## config.mk

```make
export PLATFORM = sky130hd
export DESIGN_NAME = daq_conv_sched_flat
export DESIGN_NICKNAME = d
export VERILOG_FILES = /design/src/rtl/daq_conv_sched_if.sv /design/src/rtl/daq_conv_sched.sv /design/src/flat_wrapper.sv
export SDC_FILE = /design/constraint.sdc
export NUM_CORES = 1
export LEC_CHECK = 0
export ABC_CLOCK_PERIOD_IN_PS = 4900
export CAP_MARGIN = 20
export CELL_PAD_IN_SITES_DETAIL_PLACEMENT = 1
export CELL_PAD_IN_SITES_GLOBAL_PLACEMENT = 1
export CORE_ASPECT_RATIO = 0.5
export CORE_MARGIN = 3
export CORE_UTILIZATION = 43
export CTS_CLUSTER_SIZE = 30
export DETAILED_ROUTE_END_ITERATION = 8
export PLACE_DENSITY_LB_ADDON = 0.1
export REMOVE_ABC_BUFFERS = 1
export SLEW_MARGIN = 40
export SYNTH_ARGS = -nofsm -noshare
export SYNTH_HDL_FRONTEND = slang
export SYNTH_SLANG_ARGS = --single-unit
```

## constraint.sdc

```tcl
create_clock -name clk_i -period 4.9 [get_ports clk_i]
set_input_delay 1.47 -clock clk_i [delete_from_list [all_inputs] [get_ports clk_i]]
set_output_delay 1.47 -clock clk_i [all_outputs]
set_load 0.1 [all_outputs]
```

## src/rtl/daq_conv_sched_if.sv

```systemverilog
// Signal bundle between daq_conv_sched, the host registers, the ADC and daqpacketizer.
// master is the scheduler side, slave is the environment around it.
interface daq_conv_sched_if #(
   parameter int PERIOD_W = 16
);
   logic                enable_i;
   logic [2:0]          os_sel_i;
   logic [PERIOD_W-1:0] period_i;
   logic                adc_busy_i;
   logic                pkt_done_i;
   logic                clr_err_i;
   logic                adc_convst_o;
   logic [2:0]          adc_os_o;
   logic                pkt_req_o;
   logic                overrun_o;
   logic                timeout_o;
   logic [31:0]         sample_cnt_o;
   logic                busy_o;

   modport master (
      input  enable_i, os_sel_i, period_i, adc_busy_i, pkt_done_i, clr_err_i,
      output adc_convst_o, adc_os_o, pkt_req_o, overrun_o, timeout_o, sample_cnt_o, busy_o
   );

   modport slave (
      output enable_i, os_sel_i, period_i, adc_busy_i, pkt_done_i, clr_err_i,
      input  adc_convst_o, adc_os_o, pkt_req_o, overrun_o, timeout_o, sample_cnt_o, busy_o
   );
endinterface

```

## src/rtl/daq_conv_sched.sv

```systemverilog
// Paces ADC conversions (CONVST/BUSY handshake) and hands each sample set to daqpacketizer.
//
// state       | meaning
// S_IDLE      | waiting for a period tick; adc_os_o tracks os_sel_i
// S_CONV      | CONVST held low for CONVST_LOW cycles
// S_WAIT_RISE | CONVST released, waiting up to BUSY_RISE_MAX cycles for BUSY high
// S_WAIT_FALL | conversion running, waiting up to BUSY_TIMEOUT cycles for BUSY low
// S_READ      | pkt_req_o high until daqpacketizer pulses pkt_done_i
module daq_conv_sched #(
   parameter int PERIOD_W      = 16,
   parameter int CONVST_LOW    = 4,
   parameter int BUSY_RISE_MAX = 16,
   parameter int BUSY_TIMEOUT  = 8192
) (
   input logic                clk_i,
   input logic                reset_n_i,
   daq_conv_sched_if.master   bus
);
   localparam int TMR_W = $clog2(BUSY_TIMEOUT);

   typedef enum logic [2:0] {
      S_IDLE,
      S_CONV,
      S_WAIT_RISE,
      S_WAIT_FALL,
      S_READ
   } state_t;

   state_t              state_q, state_d;
   logic [TMR_W-1:0]    tmr_q, tmr_d;
   logic [PERIOD_W-1:0] cnt_q, cnt_d;
   logic [PERIOD_W-1:0] per_q, per_d;
   logic [PERIOD_W-1:0] per_in, per_eff;
   logic [2:0]          os_q, os_d;
   logic                ovr_q, ovr_d;
   logic                to_q, to_d;
   logic [31:0]         smp_q, smp_d;
   logic                tick;
   logic                to_set;

   // The period is sampled on the first cycle of each period, so a mid-period write waits for the wrap.
   always_comb begin
      per_in  = (bus.period_i < PERIOD_W'(2)) ? PERIOD_W'(2) : bus.period_i;
      per_eff = (cnt_q == '0) ? per_in : per_q;
      per_d   = per_eff;
      tick    = bus.enable_i && (cnt_q == per_eff - PERIOD_W'(1));
      if (!bus.enable_i || tick) begin
         cnt_d = '0;
      end else begin
         cnt_d = cnt_q + PERIOD_W'(1);
      end
   end

   always_comb begin
      state_d = state_q;
      tmr_d   = tmr_q;
      smp_d   = smp_q;
      to_set  = 1'b0;
      os_d    = (state_q == S_IDLE) ? bus.os_sel_i : os_q;
      case (state_q)
         S_IDLE: begin
            if (tick) begin
               state_d = S_CONV;
               tmr_d   = TMR_W'(CONVST_LOW - 1);
            end
         end
         S_CONV: begin
            if (tmr_q == '0) begin
               state_d = S_WAIT_RISE;
               tmr_d   = TMR_W'(BUSY_RISE_MAX - 1);
            end else begin
               tmr_d = tmr_q - TMR_W'(1);
            end
         end
         S_WAIT_RISE: begin
            if (bus.adc_busy_i) begin
               state_d = S_WAIT_FALL;
               tmr_d   = TMR_W'(BUSY_TIMEOUT - 1);
            end else if (tmr_q == '0) begin
               state_d = S_IDLE;
               to_set  = 1'b1;
            end else begin
               tmr_d = tmr_q - TMR_W'(1);
            end
         end
         S_WAIT_FALL: begin
            if (!bus.adc_busy_i) begin
               state_d = S_READ;
            end else if (tmr_q == '0) begin
               state_d = S_IDLE;
               to_set  = 1'b1;
            end else begin
               tmr_d = tmr_q - TMR_W'(1);
            end
         end
         S_READ: begin
            if (bus.pkt_done_i) begin
               state_d = S_IDLE;
               smp_d   = smp_q + 32'd1;
            end
         end
         default: state_d = S_IDLE;
      endcase

      // A set event outranks a simultaneous clear.
      ovr_d = (tick && (state_q != S_IDLE)) ? 1'b1 : (bus.clr_err_i ? 1'b0 : ovr_q);
      to_d  = to_set ? 1'b1 : (bus.clr_err_i ? 1'b0 : to_q);
   end

   always_ff @(posedge clk_i or negedge reset_n_i) begin
      if (!reset_n_i) begin
         state_q <= S_IDLE;
         tmr_q   <= '0;
         cnt_q   <= '0;
         per_q   <= PERIOD_W'(2);
         os_q    <= '0;
         ovr_q   <= 1'b0;
         to_q    <= 1'b0;
         smp_q   <= '0;
      end else begin
         state_q <= state_d;
         tmr_q   <= tmr_d;
         cnt_q   <= cnt_d;
         per_q   <= per_d;
         os_q    <= os_d;
         ovr_q   <= ovr_d;
         to_q    <= to_d;
         smp_q   <= smp_d;
      end
   end

   assign bus.adc_convst_o = (state_q != S_CONV);
   assign bus.adc_os_o     = os_q;
   assign bus.pkt_req_o    = (state_q == S_READ);
   assign bus.overrun_o    = ovr_q;
   assign bus.timeout_o    = to_q;
   assign bus.sample_cnt_o = smp_q;
   assign bus.busy_o       = (state_q != S_IDLE);
endmodule
```

## src/flat_wrapper.sv

```systemverilog
// flat-port wrapper written by rule: the top's interface ports become plain ports
module daq_conv_sched_flat 
#(
   parameter int PERIOD_W      = 16,
   parameter int CONVST_LOW    = 4,
   parameter int BUSY_RISE_MAX = 16,
   parameter int BUSY_TIMEOUT  = 8192
)
  (clk_i, reset_n_i, bus_enable_i, bus_os_sel_i, bus_period_i, bus_adc_busy_i, bus_pkt_done_i, bus_clr_err_i, bus_adc_convst_o, bus_adc_os_o, bus_pkt_req_o, bus_overrun_o, bus_timeout_o, bus_sample_cnt_o, bus_busy_o);
  daq_conv_sched_if #(.PERIOD_W(PERIOD_W)) bus_i ();
  input logic clk_i;
  input logic reset_n_i;
  input wire logic [$bits(bus_i.enable_i)-1:0] bus_enable_i;
  input wire logic [$bits(bus_i.os_sel_i)-1:0] bus_os_sel_i;
  input wire logic [$bits(bus_i.period_i)-1:0] bus_period_i;
  input wire logic [$bits(bus_i.adc_busy_i)-1:0] bus_adc_busy_i;
  input wire logic [$bits(bus_i.pkt_done_i)-1:0] bus_pkt_done_i;
  input wire logic [$bits(bus_i.clr_err_i)-1:0] bus_clr_err_i;
  output wire logic [$bits(bus_i.adc_convst_o)-1:0] bus_adc_convst_o;
  output wire logic [$bits(bus_i.adc_os_o)-1:0] bus_adc_os_o;
  output wire logic [$bits(bus_i.pkt_req_o)-1:0] bus_pkt_req_o;
  output wire logic [$bits(bus_i.overrun_o)-1:0] bus_overrun_o;
  output wire logic [$bits(bus_i.timeout_o)-1:0] bus_timeout_o;
  output wire logic [$bits(bus_i.sample_cnt_o)-1:0] bus_sample_cnt_o;
  output wire logic [$bits(bus_i.busy_o)-1:0] bus_busy_o;
  assign bus_i.enable_i = bus_enable_i;
  assign bus_i.os_sel_i = bus_os_sel_i;
  assign bus_i.period_i = bus_period_i;
  assign bus_i.adc_busy_i = bus_adc_busy_i;
  assign bus_i.pkt_done_i = bus_pkt_done_i;
  assign bus_i.clr_err_i = bus_clr_err_i;
  assign bus_adc_convst_o = bus_i.adc_convst_o;
  assign bus_adc_os_o = bus_i.adc_os_o;
  assign bus_pkt_req_o = bus_i.pkt_req_o;
  assign bus_overrun_o = bus_i.overrun_o;
  assign bus_timeout_o = bus_i.timeout_o;
  assign bus_sample_cnt_o = bus_i.sample_cnt_o;
  assign bus_busy_o = bus_i.busy_o;
  daq_conv_sched #(.PERIOD_W(PERIOD_W), .CONVST_LOW(CONVST_LOW), .BUSY_RISE_MAX(BUSY_RISE_MAX), .BUSY_TIMEOUT(BUSY_TIMEOUT)) u_core (.clk_i(clk_i), .reset_n_i(reset_n_i), .bus(bus_i));
endmodule
```

=== Word-level counts from Yosys, hierarchy flattened ===
Index checks and enable logic that the tools add are counted.
Widths: inputs -> output; s select.

* $add $sub $neg: 4
* $mul: 0
* Div/mod/pow operators: 0
* $lt $le $gt $ge: 1
* Equality and inequality tests: 10
* Shift-type cells: 0
* Mux-type cells: 23
* Bitwise gates (word level): 0
* Reductions and logical operators: 14

{| class="wikitable"
|+ Operators with widths
! kind !! number
|-
| $mux 13 || 5
|-
| $pmux 13 s4 || 1
|-
| $mux 16 || 3
|-
| $add 32x1->32 const B || 1
|-
| $mux 3 || 6
|-
| $add 16x1->16 const B || 1
|-
| $eq 16x16->1 || 1
|-
| $logic_not 16->1 || 1
|-
| $lt 16x2->1 const B || 1
|-
| $sub 16x1->16 const B || 1
|-
| $pmux 3 s5 || 1
|-
| $logic_not 13->1 || 1
|-
| $sub 13x1->13 const B || 1
|-
| $eq 3x2->1 const B || 2
|-
| $mux 1 || 6
|-
| $reduce_and 3->1 || 2
|-
| $ne 2x1->1 const B || 2
|-
| $ne 2x2->1 const B || 2
|-
| $reduce_bool 2->1 || 2
|-
| $reduce_bool 4->1 || 1
|-
| $eq 3x1->1 const B || 1
|-
| $eq 3x3->1 const B || 1
|-
| $logic_not 3->1 || 1
|-
| $ne 3x1->1 const B || 1
|-
| other kinds (6) || 7
|}

* Bits in registers: 85
* Latch bits: 0
* Memory bits (writable): 0
* ROM bits: 0
* Input bits: 25
* Output and inout port bits: 40
* Logic and storage cells: 60
* Memories: 0

=== Logic depth before layout (Yosys ltp) ===
* Depth in word-level cells: 8
* Mapped depth: 19
* Depth with buffers taken out: 17

=== Worst setup path before layout ===
OpenSTA, ideal clock, no wires.

* Path type: input to register
* Start point: input bus_period_i[6]
* End point: register u_core.tmr_q[3]
* Data arrival time: 5.157 ns
* Data required time: 4.774 ns
* Setup slack: -0.383 ns
* Stages: 15
* Buffers on the path: 0
* Path through: or4_4 > nand4b_4 > o311ai_2 > and2_1 > ha_1 > nand2b_1 > or3_4 > nor3_4 > a32o_1 > nand2_1 > xor2_1 > or4b_4 > nor4_4 > nor2_2 > o32a_1

* Word-level cells in the longest chain between the ends: 8

{| class="wikitable"
|+ Ends and longest elaborated chain
! what !! line !! text
|-
| start: declaration || flat_wrapper.sv:15 || <nowiki>input wire logic [$bits(bus_i.period_i)-1:0] bus_period_i;</nowiki>
|-
| $lt 16x2->1 || daq_conv_sched.sv:43 || <nowiki>per_in = (bus.period_i < PERIOD_W'(2)) ? PERIOD_W'(2) : bus.period_i;</nowiki>
|-
| $mux 16 (*) || daq_conv_sched.sv:43 ||
|-
| $mux 16 (*) || daq_conv_sched.sv:44 || <nowiki>per_eff = (cnt_q == '0) ? per_in : per_q;</nowiki>
|-
| $sub 16x1->16 (*) || daq_conv_sched.sv:46 || <nowiki>tick = bus.enable_i && (cnt_q == per_eff - PERIOD_W'(1));</nowiki>
|-
| $eq 16x16->1 (*) || daq_conv_sched.sv:46 ||
|-
| $logic_and 1x1->1 (*) || daq_conv_sched.sv:46 ||
|-
| $ne 2x1->1 (no line) (*) || - ||
|-
| $reduce_and 3->1 (no line) (*) || - ||
|-
| end signal: assignment || daq_conv_sched.sv:122 || <nowiki>tmr_q <= tmr_d;</nowiki>
|-
| end: declaration || daq_conv_sched.sv:30 || <nowiki>logic [TMR_W-1:0] tmr_q, tmr_d;</nowiki>
|}

Every way passes the cells marked *; elsewhere a longest branch is shown, timed or not.
A chain may end at the register's enable or synchronous reset.

=== Worst setup path in the final report ===
* Start point: input bus_period_i[4]
* End point: register u_core.tmr_q[11]

Same word-level chain as after synthesis.

==> metrics.sh <==
PRE_CTS_SLACK_NS=-1.12
FINAL_MIN_PERIOD_OVER_CLOCK_PERIOD=1.08
HTREE_LEVELS=3
YS_SEQ_AREA_FRAC=0.410
GRT_ANTENNA_BEFORE_REPAIR=0
FINAL_CELL_AREA_UM2=6790
TOTALWIRELENGTH_MM=17.6
VIAS=5107
DIE_H_UM=83.7
WORSTREGTOREGCELLS=17
ROUTE.DETAILED.DRC=0
FAILED_CHECKS='negative setup slack'
SYNTH_EDF_COUNT=0
VDD_IR_DROP_MAX_uV=199
WORST_SETUP_PATH_CLASS='in -> reg'
PLACED_CELL_AREA_UM2=6090
DETAILEDROUTE.FIRSTITERATIONVIOLATIONS=341
INITIAL_UTILIZATION=0.456
SYNTH_AREA_PER_CELL_UM2=9.07
WORST-ENDPOINT-REQUIRED_NS=5.14
FMAX_MHz=190
FINAL_PERIOD_MINUS_WORST_SETUP_SLACK_NS=5.27
CTS_TREE='yes'
CRITPATHARRIVALTIME_NS=5.51
POWER.TOTAL_mW=3.11
CTS_NUM_SINKS=85
MAX-CAP-VIOLATIONS=0
TIMING.CRITICAL_PATH.BUF_INV=1
CORE_REGION_AREA_UM2=11400
CRIT_FAMILY='simple AND/OR/NAND/NOR gates'
DPL.HPWL_MM=11.3
BUFFER_PORTS.INSERTED=64
POST_ROUTE_CELLS_DRIVE_ABOVE_1_SHARE=0.267
RSZ0062_AT_GRT='true'
SYNTH.FF_LATCH_COUNT=85
AVGROUTEDWIREPERCELL_UM=20.7
CP-START-KIND='input port'
COUNT_OF_STANDARD_CELL_ROWS=27
SKEW_NS=0.00701
TIMING.CRITICAL_PATH.FANOUT_MAX=5
WORST_HOLD_PATH_TYPE='reg -> reg'
N_ANTENNA_CELL=0
CP.DEPTH=16
TIMING.CRITICAL_PATH.SLOWEST_STAGE_CELL='or4_4'
GLOBAL_ROUTE.OVERFLOW_TOTAL=0
GROUTE.USAGE.OVERALL=0.252
ENDPOINT_KIND='flop'
YS_TYPES=69
POWER_PER_CELL_AREA_nW_PER_UM2=458
RUN_STATUS='finished with violations'
STATIC_POWER_DUE_TO_LEAKAGE_nW=3.07
SYNTHESIS.INSTANCES=573
WIRE_LENGTH_OF_THE_FIRST_GLOBAL_ROUTING_PASS_MM=27.2
DRTANTENNAVIOLNETS=0
DOMINANTREGCELLSYNTH='dfrtp_1'
NUMBER_OF_GLOBAL_ROUTE_VIAS_BEFORE_REPAIR=5096
CTS_INSERTED_BUFFERS=9
DRTPASS1ITERATIONS=5
POSTSYNTH.ASYNCRESETSHARE=1.00
CTS_MAX_PATH_BUFFERS=2
SETUP_SLACK_NS=-0.373
DIE_AREA_UM2=13500
VIASPERCELL=6.02
WORST_SETUP_HOLD_PATH_CLK_SLEW_NS=0.07
MAPPEDNETLISTAREA_UM2=5200
TIGHTESTPINTRANSITION_NS=0.927
PLACE.GP.CONGESTION=0.948
MAX-SLEW-MARGIN-REL=0.380
FINAL_MAX_SLEW_VIOL_COUNT=0
GRT_START_MAX_NET_PINS=62
TIMING.HOLD.WORST_PATH_DEPTH=1
CRIT_PATH_FREQUENT_CELL='or4_4'
DESIGN.FINAL.NETS=718
DIEWIDTH_UM=161
CRITPATHMAXSTAGEDELAY_NS=0.58
SYNTH-WARNING-COUNT=0
BOUNDARYPINS=65
FINAL_HOLD_VIOL_COUNT=0
CLK_LATENCY_NS=0.35
TIMING.CRITICAL_PATH.CELLS='buf_6, or4_4, nand4b_4, o311ai_4, and2_4, ha_4, nor3b_4, xnor2_2, a221oi_2, o31ai_2, nor3_2, nand4_1, or4_4, o31a_1, or3_1, o2bb2ai_1'
SETUP-VIOLATIONS-FINAL=31
AREA_GROWTH_PCT=30.7
CTS_ROOT_BUFFER='clkbuf_16'
[report_power, final]
group / leakage (nW) / internal, mW / switching (mW)
clock: 0.154 / 0.450 / 0.310
combinational: 1.79 / 0.491 / 0.915
sequential: 1.13 / 0.801 / 0.140
total: 3.07 / 1.74 / 1.37
[cell families (layout without fill, tap and decap cells)]
kind of cell	Yosys count	after routing	synth area share
AOI/OAI and AO/OA	96	96	0.130
xor gates and xnor gates	64	64	0.108
adders and majority gates	7	7	0.0169
buffers and inverters	42	159	0.0335
DFF	85	85	0.410
muxes	15	15	0.0313
and+or+nand+nor	264	264	0.271
[Yosys cell counts (7+ instances only)]
library cell	count	area share
dfrtp_1	84	0.40
nand2_1	67	0.048
nor2_1	56	0.040
xnor2_1	36	0.061
xor2_1	28	0.047
nand3_1	27	0.026
inv_1	21	0.015
o21ai_0	19	0.018
a21oi_1	17	0.016
nor3_1	17	0.016
nand4_1	12	0.014
nor4_1	11	0.013
and3_1	10	0.012
buf_2	10	0.0096
mux2_2	10	0.022
nand2b_1	10	0.012
nor2b_1	10	0.012
clkbuf_1	9	0.0065
or3_1	9	0.011
o2bb2ai_1	8	0.013
ha_1	7	0.017
[flip-flops by register name (all words and copies together) (netlist names)]
name / cells
u_core.bus.adc_os_o: 3
u_core.bus.overrun_o: 1
u_core.bus.sample_cnt_o: 32
u_core.bus.timeout_o: 1
u_core.cnt_q: 16
u_core.per_q: 16
u_core.state_q: 3
u_core.tmr_q: 13
[metal layers]
layer  GRT usage  vias to the layer above  share of wire
met1       0.326                     2565           0.44
li1            -                     2282              -
met2       0.424                      209           0.47
met4      0.0710                        0          0.032
met5           0                        -              0
met3      0.0555                       51          0.063
[worst register-to-register path, stage by stage, from the launching register on]
cell,delay [ns]
dfrtp_1,0.45
inv_1,0.09
ha_1,0.16
nor4b_2,0.33
and4_1,0.41
buf_4,0.30
o22ai_2,0.14
ha_4,0.20
nor3b_2,0.16
xnor2_1,0.17
a221oi_2,0.26
o31ai_2,0.13
nor3_2,0.21
nand4_1,0.14
or4_4,0.58
o31a_1,0.38
or3_1,0.33
o2bb2ai_1,0.12
[placed cells by master (no fill, tap or decap), drive strengths merged, types with 11 or more instances in the layout]
master	n
buf	103
dfrtp	84
nand2	67
nor2	57
xnor2	36
xor2	28
nand3	27
inv	23
o21ai	22
nor3	19
a21oi	17
nor4	14
nand4	12
clkdlybuf4s50	12
clkbuf	11
[layout make-up]
| cell class | instances | area (µm²) |
|---|---|---|
| clock inverters | 6 | 96.3 |
| repair buffers | 123 | 900 |
| fillers | 1301 | 4590 |
| clock buffers | 9 | 225 |
| inverters | 21 | 78.8 |
| well taps | 159 | 199 |
| multi-input cells | 446 | 3160 |
| flip-flops and latches | 85 | 2130 |
[worst paths after layout]
path                                          endpoint  slack, ns                         from
max                                   u_core.tmr_q[11]      -0.37              bus_period_i[4]
min                        u_core.bus.sample_cnt_o[31]       0.46  u_core.bus.sample_cnt_o[31]
max reg2reg                           u_core.tmr_q[11]       0.23              u_core.cnt_q[1]
min reg2reg                u_core.bus.sample_cnt_o[31]       0.46  u_core.bus.sample_cnt_o[31]
max in group asynchronous              u_core.per_q[1]       2.99                    reset_n_i
min in group asynchronous   u_core.bus.sample_cnt_o[6]       1.09                    reset_n_i
[what timing repair did]
action / 4_1_cts / 5_1_grt
hold endpoints to repair: 0 / 0
cloned: 0 / 1
buffers inserted: 6 / 6
pin swaps: 26 / 25
setup endpoints to repair: 31 / 31
hold buffers: 0 / 0
resized for setup: 56 / 36
[per-stage QoR]
stage          hold slack [ns]   util  TNS, ns  instances
5_1_grt                  0.494  0.596   -11.28        849
2_1_floorplan            0.448      -    -9.70        552
3_5_place_dp             0.455  0.535   -28.23        821
3_3_place_gp             0.456  0.552   -22.28        821
6_report                 0.462  0.596    -7.47        849
4_1_cts                  0.468  0.577    -3.18        842
Note: power is estimated with default switching activity, not from simulation.
